===== config.mk =====
export PLATFORM = sky130hd
export DESIGN_NAME = chip8_mem_arbiter
export DESIGN_NICKNAME = d
export VERILOG_FILES = /design/src/rtl/chip8_mem_arbiter.sv
export SDC_FILE = /design/constraint.sdc
export NUM_CORES = 1
export LEC_CHECK = 0
export CAP_MARGIN = 15
export CORE_MARGIN = 1.5
export CORE_UTILIZATION = 33
export CTS_CLUSTER_DIAMETER = 40
export CTS_CLUSTER_SIZE = 16
export DETAILED_ROUTE_END_ITERATION = 16
export PLACE_DENSITY = 0.89
export RECOVER_POWER = 100
export SLEW_MARGIN = 0
export SYNTH_ARGS = -nofsm -noshare
export SYNTH_HDL_FRONTEND = slang
export SYNTH_SLANG_ARGS = --single-unit

===== constraint.sdc =====
create_clock -name clk -period 2.3 [get_ports clk]
set_input_delay 0.46 -clock clk [delete_from_list [all_inputs] [get_ports clk]]
set_output_delay 0.46 -clock clk [all_outputs]
set_load 0.05 [all_outputs]

===== src/rtl/chip8_mem_arbiter.sv =====
// Arbitrates one synchronous single-port byte memory between the ROM loader,
// the CPU and the video engine, with an optional one-cycle CPU lock.
module chip8_mem_arbiter #(
   parameter int ADDR_W = 12,
   parameter int DATA_W = 8
) (
   input  logic              clk,
   input  logic              rst,
   input  logic              ld_req,
   input  logic [ADDR_W-1:0] ld_addr,
   input  logic [DATA_W-1:0] ld_wdata,
   output logic              ld_gnt,
   input  logic              cpu_req,
   input  logic              cpu_we,
   input  logic [ADDR_W-1:0] cpu_addr,
   input  logic [DATA_W-1:0] cpu_wdata,
   input  logic              cpu_lock,
   output logic              cpu_gnt,
   output logic              cpu_rvalid,
   input  logic              vid_req,
   input  logic [ADDR_W-1:0] vid_addr,
   output logic              vid_gnt,
   output logic              vid_rvalid,
   output logic [DATA_W-1:0] rdata,
   output logic              mem_en,
   output logic              mem_we,
   output logic [ADDR_W-1:0] mem_addr,
   output logic [DATA_W-1:0] mem_wdata,
   input  logic [DATA_W-1:0] mem_rdata
);

   typedef enum logic {
      RR_CPU,
      RR_VID
   } rr_t;

   rr_t  rr_ptr;
   logic lock_q;
   logic rd_cpu_q;
   logic rd_vid_q;

   // A pending lock only wins when the CPU actually asks; otherwise normal arbitration.
   always_comb begin
      ld_gnt  = 1'b0;
      cpu_gnt = 1'b0;
      vid_gnt = 1'b0;
      if (!rst) begin
         if (lock_q && cpu_req) begin
            cpu_gnt = 1'b1;
         end else if (ld_req) begin
            ld_gnt = 1'b1;
         end else if (cpu_req && vid_req) begin
            if (rr_ptr == RR_CPU) cpu_gnt = 1'b1;
            else                  vid_gnt = 1'b1;
         end else if (cpu_req) begin
            cpu_gnt = 1'b1;
         end else if (vid_req) begin
            vid_gnt = 1'b1;
         end
      end
   end

   always_ff @(posedge clk or posedge rst) begin
      if (rst) begin
         rr_ptr     <= RR_CPU;
         lock_q     <= 1'b0;
         rd_cpu_q   <= 1'b0;
         rd_vid_q   <= 1'b0;
         cpu_rvalid <= 1'b0;
         vid_rvalid <= 1'b0;
         mem_en     <= 1'b0;
         mem_we     <= 1'b0;
         mem_addr   <= '0;
         mem_wdata  <= '0;
      end else begin
         mem_en <= ld_gnt | cpu_gnt | vid_gnt;
         mem_we <= ld_gnt | (cpu_gnt & cpu_we);
         if (ld_gnt) begin
            mem_addr  <= ld_addr;
            mem_wdata <= ld_wdata;
         end else if (cpu_gnt) begin
            mem_addr  <= cpu_addr;
            mem_wdata <= cpu_wdata;
         end else if (vid_gnt) begin
            mem_addr  <= vid_addr;
            mem_wdata <= '0;
         end

         // Two-stage owner pipeline: request stage, then memory data stage.
         rd_cpu_q   <= cpu_gnt & ~cpu_we;
         rd_vid_q   <= vid_gnt;
         cpu_rvalid <= rd_cpu_q;
         vid_rvalid <= rd_vid_q;

         lock_q <= cpu_gnt & cpu_lock & ~lock_q;

         if (cpu_gnt)      rr_ptr <= RR_VID;
         else if (vid_gnt) rr_ptr <= RR_CPU;
      end
   end

   assign rdata = mem_rdata;

endmodule


==> impl_metrics.xml <==
<?xml version="1.0" encoding="UTF-8"?>
<metrics>
  <group name="drt">
    <metric name="first_pass_iters" unit="">4</metric>
    <metric name="dr_total_vias" unit="">1274</metric>
    <metric name="drt_iter0_markers" unit="">53</metric>
    <metric name="drt-wirelength-per-cell" unit="µm">14.81</metric>
    <metric name="antenna_violating_nets_post_route" unit="">0</metric>
    <metric name="drt-total-wl" unit="µm">3805</metric>
    <metric name="drc_errors" unit="">0</metric>
    <metric name="dr_vias_cell" unit="">4.957</metric>
  </group>
  <group name="outcome">
    <metric name="status" unit="">completed</metric>
  </group>
  <group name="finish">
    <metric name="drive_above_1_share" unit="%">6.699</metric>
    <metric name="layout.cells.most_common" unit="">sky130_fd_sc_hd__clkdlybuf4s50_1</metric>
    <metric name="most-common-layout-cells" unit="">57 x sky130_fd_sc_hd__clkdlybuf4s50_1, 28 x sky130_fd_sc_hd__dfrtp_1, 27 x sky130_fd_sc_hd__nand2_1</metric>
    <metric name="layout.nets" unit="">277</metric>
    <metric name="final-seq-area" unit="µm²">700.7</metric>
    <metric name="multi_input_comb_area" unit="µm²">459.2</metric>
    <metric name="flow.area_growth_from_synthesis" unit="%">71.39</metric>
    <metric name="layout.filler_cells" unit="">324</metric>
    <metric name="insertedDiodeCount" unit="">0</metric>
  </group>
  <group name="global_routing">
    <metric name="globalRoute.totalOverflow" unit="">0</metric>
    <metric name="wire_length_of_the_first_global_routing_pass" unit="µm">6106</metric>
    <metric name="antenna_found_initial" unit="">0</metric>
    <metric name="grt_pass1_vias" unit="">1336</metric>
    <metric name="grt_max_degree" unit="">29</metric>
    <metric name="grt_util_all_layers" unit="%">18.59</metric>
  </group>
  <group name="power">
    <metric name="vdd_ir_drop_max" unit="mV">0.3646</metric>
    <metric name="pwr_density_cell" unit="mW/mm²">667.4</metric>
    <metric name="leakagePower" unit="nW">0.9440</metric>
  </group>
  <group name="die">
    <metric name="initial_utilization" unit="%">34.95</metric>
    <metric name="die_width" unit="µm">65.74</metric>
    <metric name="fp-row-count" unit="">22</metric>
    <metric name="io_pins" unit="">102</metric>
    <metric name="die-height" unit="µm">65.74</metric>
    <metric name="floorplan.die_area" unit="mm²">0.004321</metric>
    <metric name="floorplan_core_area" unit="mm²">0.003716</metric>
  </group>
  <group name="worst_setup_path">
    <metric name="critical_path.max_fanout" unit="">9</metric>
    <metric name="critPathKind" unit="">in -&gt; out</metric>
    <metric name="endpoint_kind" unit="">output pin</metric>
    <metric name="timing.critical_path.from" unit="">rst</metric>
    <metric name="timing.critical_path.arrival" unit="ps">1630</metric>
    <metric name="cp-start-kind" unit="">input pin</metric>
    <metric name="worst-endpoint-required" unit="ps">1840</metric>
    <metric name="timing.rr.start" unit="">lock_q$_DFF_PP0_</metric>
  </group>
  <group name="clocking">
    <metric name="clk_pin_slew_worst_paths" unit="ps">100</metric>
    <metric name="cts_post_setup_buffers_inserted" unit="">0</metric>
    <metric name="clock_path_buffers" unit="">2</metric>
    <metric name="clock_tree.root_cell" unit="">sky130_fd_sc_hd__clkbuf_8</metric>
    <metric name="numClockSinks" unit="">28</metric>
    <metric name="clk_latency" unit="ps">270</metric>
    <metric name="htree_levels" unit="">1</metric>
    <metric name="number_of_buffers_created_by_cts" unit="">3</metric>
    <metric name="cts_tree" unit="">built</metric>
    <metric name="post_cts_resized" unit="">0</metric>
    <metric name="cts_hold_buf" unit="">0</metric>
  </group>
  <group name="timing">
    <metric name="tns" unit="ps">0</metric>
    <metric name="worst_pin_slew" unit="ps">729.2</metric>
    <metric name="clock_skew" unit="ps">3.946</metric>
    <metric name="fmax" unit="MHz">479.3</metric>
    <metric name="final.setup.worst_slack" unit="ps">213.5</metric>
    <metric name="fin_crit_sh" unit="%">90.72</metric>
    <metric name="max_slew_margin" unit="%">51.39</metric>
    <metric name="unrepaired_setup_endpoints_after_global_routing" unit="">no</metric>
    <metric name="layout_min_cycle_time" unit="ps">2087</metric>
    <metric name="setup_viol" unit="">0</metric>
    <metric name="final_max_slew_viol_count" unit="">0</metric>
    <metric name="final_hold_vios" unit="">0</metric>
  </group>
  <group name="synthesis">
    <metric name="synth-edff-count" unit="">0</metric>
    <metric name="syn_nets" unit="">195</metric>
    <metric name="netlist_top_cells_area" unit="">sky130_fd_sc_hd__dfrtp_1 54%, sky130_fd_sc_hd__nand2_1 7.8%, sky130_fd_sc_hd__a221o_1 6.2%, sky130_fd_sc_hd__a31oi_1 5.8%, sky130_fd_sc_hd__o22ai_1 5.8%</metric>
    <metric name="synth_register_bits" unit="">28</metric>
    <metric name="synthFlopType" unit="">sky130_fd_sc_hd__dfrtp_1</metric>
    <metric name="synth_top_family_by_area" unit="">compound AO/OA/AOI/OAI gates</metric>
    <metric name="synth_compound_area_share" unit="%">21.39</metric>
    <metric name="synthMuxAreaShare" unit="%">0</metric>
    <metric name="yosys.area.top_type_share" unit="%">53.95</metric>
    <metric name="synth_xor_xnor_area_share" unit="%">0</metric>
    <metric name="yosysSeqAreaShare" unit="%">53.95</metric>
    <metric name="post_synth_top_area_cell" unit="">sky130_fd_sc_hd__dfrtp_1</metric>
    <metric name="synth_area_in_simple_gates" unit="%">15.03</metric>
    <metric name="asyncSetResetFlopFracSynth" unit="%">100.0</metric>
    <metric name="synth-adder-area-share" unit="%">0</metric>
    <metric name="yosysUniqueCellTypes" unit="">23</metric>
    <metric name="synth.yosys.warnings" unit="">0</metric>
    <metric name="synth_area" unit="mm²">0.001299</metric>
    <metric name="synth_cells" unit="">128</metric>
    <metric name="post_synth.cell_area_avg" unit="µm²">10.15</metric>
  </group>
  <group name="place">
    <metric name="gp_congestion" unit="">0.8282</metric>
    <metric name="dp_slack" unit="ps">294.6</metric>
    <metric name="hpwlAfterDp" unit="µm">2777</metric>
    <metric name="port_buffers" unit="">85</metric>
  </group>
  <group name="worst_hold_path">
    <metric name="worst_hold_startpoint" unit="">rd_vid_q$_DFF_PP0_</metric>
    <metric name="holdCritPathClass" unit="">reg -&gt; reg</metric>
  </group>
  <group name="flow_run">
    <metric name="cap_violations" unit="">0</metric>
  </group>
</metrics>
## cell type report
class / instances / share of cell area, %
multi-input cells: 81 / 20.63
inverters: 4 / 0.6745
flip-flops and latches: 28 / 31.48
repair buffers: 92 / 41.32
well taps: 48 / 2.698
clock inverters: 1 / 1.349
clock buffers: 3 / 1.855
## path summary, 6_finish.rpt
| kind | to | slack [ps] | cells past startpoint |
|---|---|---|---|
| setup / recovery | ld_gnt | 210 | 5 |
| hold / removal | vid_rvalid$_DFF_PP0_ | 360 | 0 |
| setup reg to reg | mem_addr[6]$_DFFE_PP0P_ | 600 | 4 |
| hold reg to reg | vid_rvalid$_DFF_PP0_ | 360 | 0 |
| max in group asynchronous | mem_en$_DFF_PP0_ | 890 | 3 |
| min in group asynchronous | mem_wdata[2]$_DFFE_PP0P_ | 950 | 3 |
## routing by layer
layer | track usage, % | vias to the layer above | wire length (µm)
met5 | 0 | - | 0
met4 | 5.208 | 0 | 19
met3 | 3.596 | 4 | 344
met2 | 34.34 | 68 | 1881
met1 | 21.57 | 583 | 1559
li1 | - | 619 | -
## per-stage QoR
stage	instance area (µm²)	utilization, %	instances	hold slack [ps]	total power, mW
final	2226	59.90	257	359.3	1.486
after global routing	2226	59.90	257	370.7	1.553
after CTS	2253	60.64	257	361.1	1.529
after detailed placement	2182	58.72	253	337.9	1.140
after global placement	2182	58.72	253	334.1	1.131
after floorplan	1299	-	128	331.2	0.9269
## state kept, by name, summed over array words and instances (netlist names)
name and cells:
rd_cpu_q 1, rr_ptr 1, cpu_rvalid 1, mem_addr 12, mem_we 1, mem_en 1
mem_wdata 8, lock_q 1, vid_rvalid 1, rd_vid_q 1
## synth_stat cells (2+ instances only)
library cell	instances
sky130_fd_sc_hd__inv_2	2
sky130_fd_sc_hd__nand2_1	27
sky130_fd_sc_hd__a31oi_1	12
sky130_fd_sc_hd__buf_6	2
sky130_fd_sc_hd__buf_4	9
sky130_fd_sc_hd__nor2b_1	8
sky130_fd_sc_hd__buf_2	4
sky130_fd_sc_hd__dfrtp_1	28
sky130_fd_sc_hd__nor2_1	3
sky130_fd_sc_hd__inv_1	2
sky130_fd_sc_hd__o22ai_1	12
sky130_fd_sc_hd__a221o_1	8
## power breakdown
part           switching, mW  total [mW]  internal [mW]
clock network          0.152       0.385          0.233
registers             0.0255       0.573          0.548
logic                  0.308       0.527          0.219
total                  0.486        1.49          0.999
## cells by family (layout without fill, tap and decap cells)
family                 after synthesis  in the layout
DFF                                 28             28
AOI/OAI and AO/OA                   38             38
buffers and inverters               19            100
and+or+nand+nor                     43             43
## worst max-delay path: stages
cell                            delay, ps
sky130_fd_sc_hd__dlygate4sd3_1        600
sky130_fd_sc_hd__inv_1                 90
sky130_fd_sc_hd__nand3_1              100
sky130_fd_sc_hd__inv_2                200
sky130_fd_sc_hd__buf_12               170
Power figures use the tool's default switching activity.
==> RTL edit: new RTL, config.mk and constraints unchanged <==
Set the parameter `DATA_W` to 7 (it was 8).
--- a/src/rtl/chip8_mem_arbiter.sv
+++ b/src/rtl/chip8_mem_arbiter.sv
@@ -3,5 +3,5 @@
 module chip8_mem_arbiter #(
    parameter int ADDR_W = 12,
-   parameter int DATA_W = 8
+   parameter int DATA_W = 7
 ) (
    input  logic              clk,
Interface: changed (5 resized); port bits go from 102 to 97. No check against the original RTL was run, so the function may have changed too.
==> RTL edit against the original RTL <==
Power shrank 11%. Wire length shrank 7.4%. Setup slack lost 0.024 ns. Critical endpoint is now vid_gnt. Register-to-register slack gained 0.16 ns. Cell area shrank 4.2%. Synthesized area shrank 4.2%. Clock power shrank 31%. Sequential cell count shrank 1.
==> RTL edit: results (changes against the original RTL) <==
Synthesis
  • Ys async rst share: 1.00 (unchanged)
  • Sequential share of the synthesized area: 0.543 (+0.00376)
  • Xor and xnor area share after synthesis: 0 (unchanged)
  • Post-synthesis compound-gate area fraction: 0.215 (+0.00142)
  • Synthesized-area fraction occupied by adder cells: 0 (unchanged)
  • Mux cell area share after synthesis: 0 (unchanged)
  • Synth top area cells: dfrtp_1 54%, nand2_1 8.1%, a31oi_1 6.0%
  • Syn_nets: 188 (-3.6%)
  • Netlist cell types: 22 (-4.3%)
  • Commonest cells in the netlist: 27 x dfrtp_1, 27 x nand2_1, 12 x a31oi_1, 12 x o22ai_1, 8 x buf_4
  • Gate Count Post-Synth: 124 (-3.1%)

Min path
  • Hold Path End: vid_rvalid
  • Worst hold stages: 0 (unchanged)
  • Hold Crit Class: reg -> reg

Worst setup path
  • Critical Path Start: rst
  • FF-to-FF Start: rr_ptr
  • Reg2reg setup slack: 0.76 ns (+0.16 ns)
  • CP max FO: 5 (-4)
  • Crit path to: vid_gnt
  • Crit path DAT: 1.65 ns (+0.02 ns)
  • Reg2Reg Depth: 5 (+1)
  • R2r endpoint: mem_addr[6]

Run
  • Max-cap viol count: 0 (unchanged)

Power
  • Worst vdd ir: 0.242 mV (-34%)
  • Leak: 0.909 nW (-3.7%)

Drt
  • Starting DRC count in detailed routing: 41 (-23%)
  • 1st-pass router iterations: 4 (unchanged)
  • Wire per inst: 14.0 um (-5.6%)
  • Vias per cell: 4.90 (-1.1%)

Timing
  • Worst Tran Pin Value: 0.677 ns (-0.0518 ns)
  • Final Skew: 0.00160 ns (-0.00235 ns)

GRT
  • Gr usage total: 0.178 (-0.00802)
  • Largest net degree at the start of global routing: 28 (-3.4%)
  • Vias in the first global route: 1199 (-10%)
  • First-pass GRT wire length: 5820 um (-4.7%)
  • Initial antenna violation count: 0 (unchanged)

Placed design
  • Routability cong.: 0.793 (-4.3%)
  • Dpl hpwl: 2650 um (-4.4%)
  • I/O Buffers: 82 (-3.5%)

Clocking
  • Post-CTS Setup Bufs: 0 (unchanged)
  • Hold buffer count at CTS: 0 (unchanged)
  • Num CTS Buffers: 3 (unchanged)
  • H-tree levels: 1 (unchanged)
  • Clk_lat worst skew: approximately 0.26 ns
  • Clk slew on worst S/H paths: 0.09 ns

Layout
  • Post-route insts no fill: 252 (-1.9%)
  • Fill count: 327 (+0.93%)
  • # nets final: 269 (-2.9%)
  • Fraction of layout cells with a size suffix above 1: 0.0784 (+0.0114)
  • Regs by FF count: mem_addr x12, mem_wdata x7

Status
  • Status: complete, no violations
-- RTL edit: layout make-up --
class / count / area share
timing repair buffer: 90 / 0.415
inverter: 4 / 0.00704
clock buffer: 3 / 0.0194
clock inverter: 1 / 0.00235
tap: 48 / 0.0282
multi-input combinational: 79 / 0.211
sequential: 27 / 0.317
-- RTL edit: where the power goes --
part           leakage, nW  switching [mW]  total [mW]  internal, mW
Combinational        0.558           0.294       0.504         0.210
Clock               0.0255           0.145       0.266         0.121
Sequential           0.326          0.0249       0.553         0.528
Total                0.909           0.464        1.32         0.859
-- RTL edit: kinds of logic (layout without fill, tap and decap cells) --
logic type      Yosys count  count (layout)
simple gates             42              42
compound gates           37              37
flops                    27              27
buf+inv                  18              98
-- RTL edit: stage by stage --
stage / worst slack, ns / power [mW] / utilization / hold WS [ns] / instance area (um^2)
after floorplan: 0.162 / 0.887 / - / 0.331 / 1240
after CTS: 0.334 / 1.36 / 0.596 / 0.356 / 2160
after global placement: 0.358 / 1.09 / 0.583 / 0.332 / 2120
final: 0.189 / 1.32 / 0.587 / 0.355 / 2130
after global routing: 0.143 / 1.39 / 0.587 / 0.364 / 2130
after detailed placement: 0.334 / 1.10 / 0.583 / 0.335 / 2120
-- RTL edit: worst max-delay path, stage by stage --
cell and delay [ns]:
dlygate4sd3_1 0.60, nor2_1 0.12, and3_1 0.19, clkbuf_2 0.28
-- RTL edit: metal layers --
| layer | share of wire | GRT usage | vias up |
|---|---|---|---|
| li1 | - | - | 600 |
| met1 | 0.45 | 0.249 | 586 |
| met4 | 0.0031 | 0.0452 | 0 |
| met2 | 0.48 | 0.289 | 48 |
| met5 | 0 | 0 | - |
| met3 | 0.061 | 0.0264 | 2 |
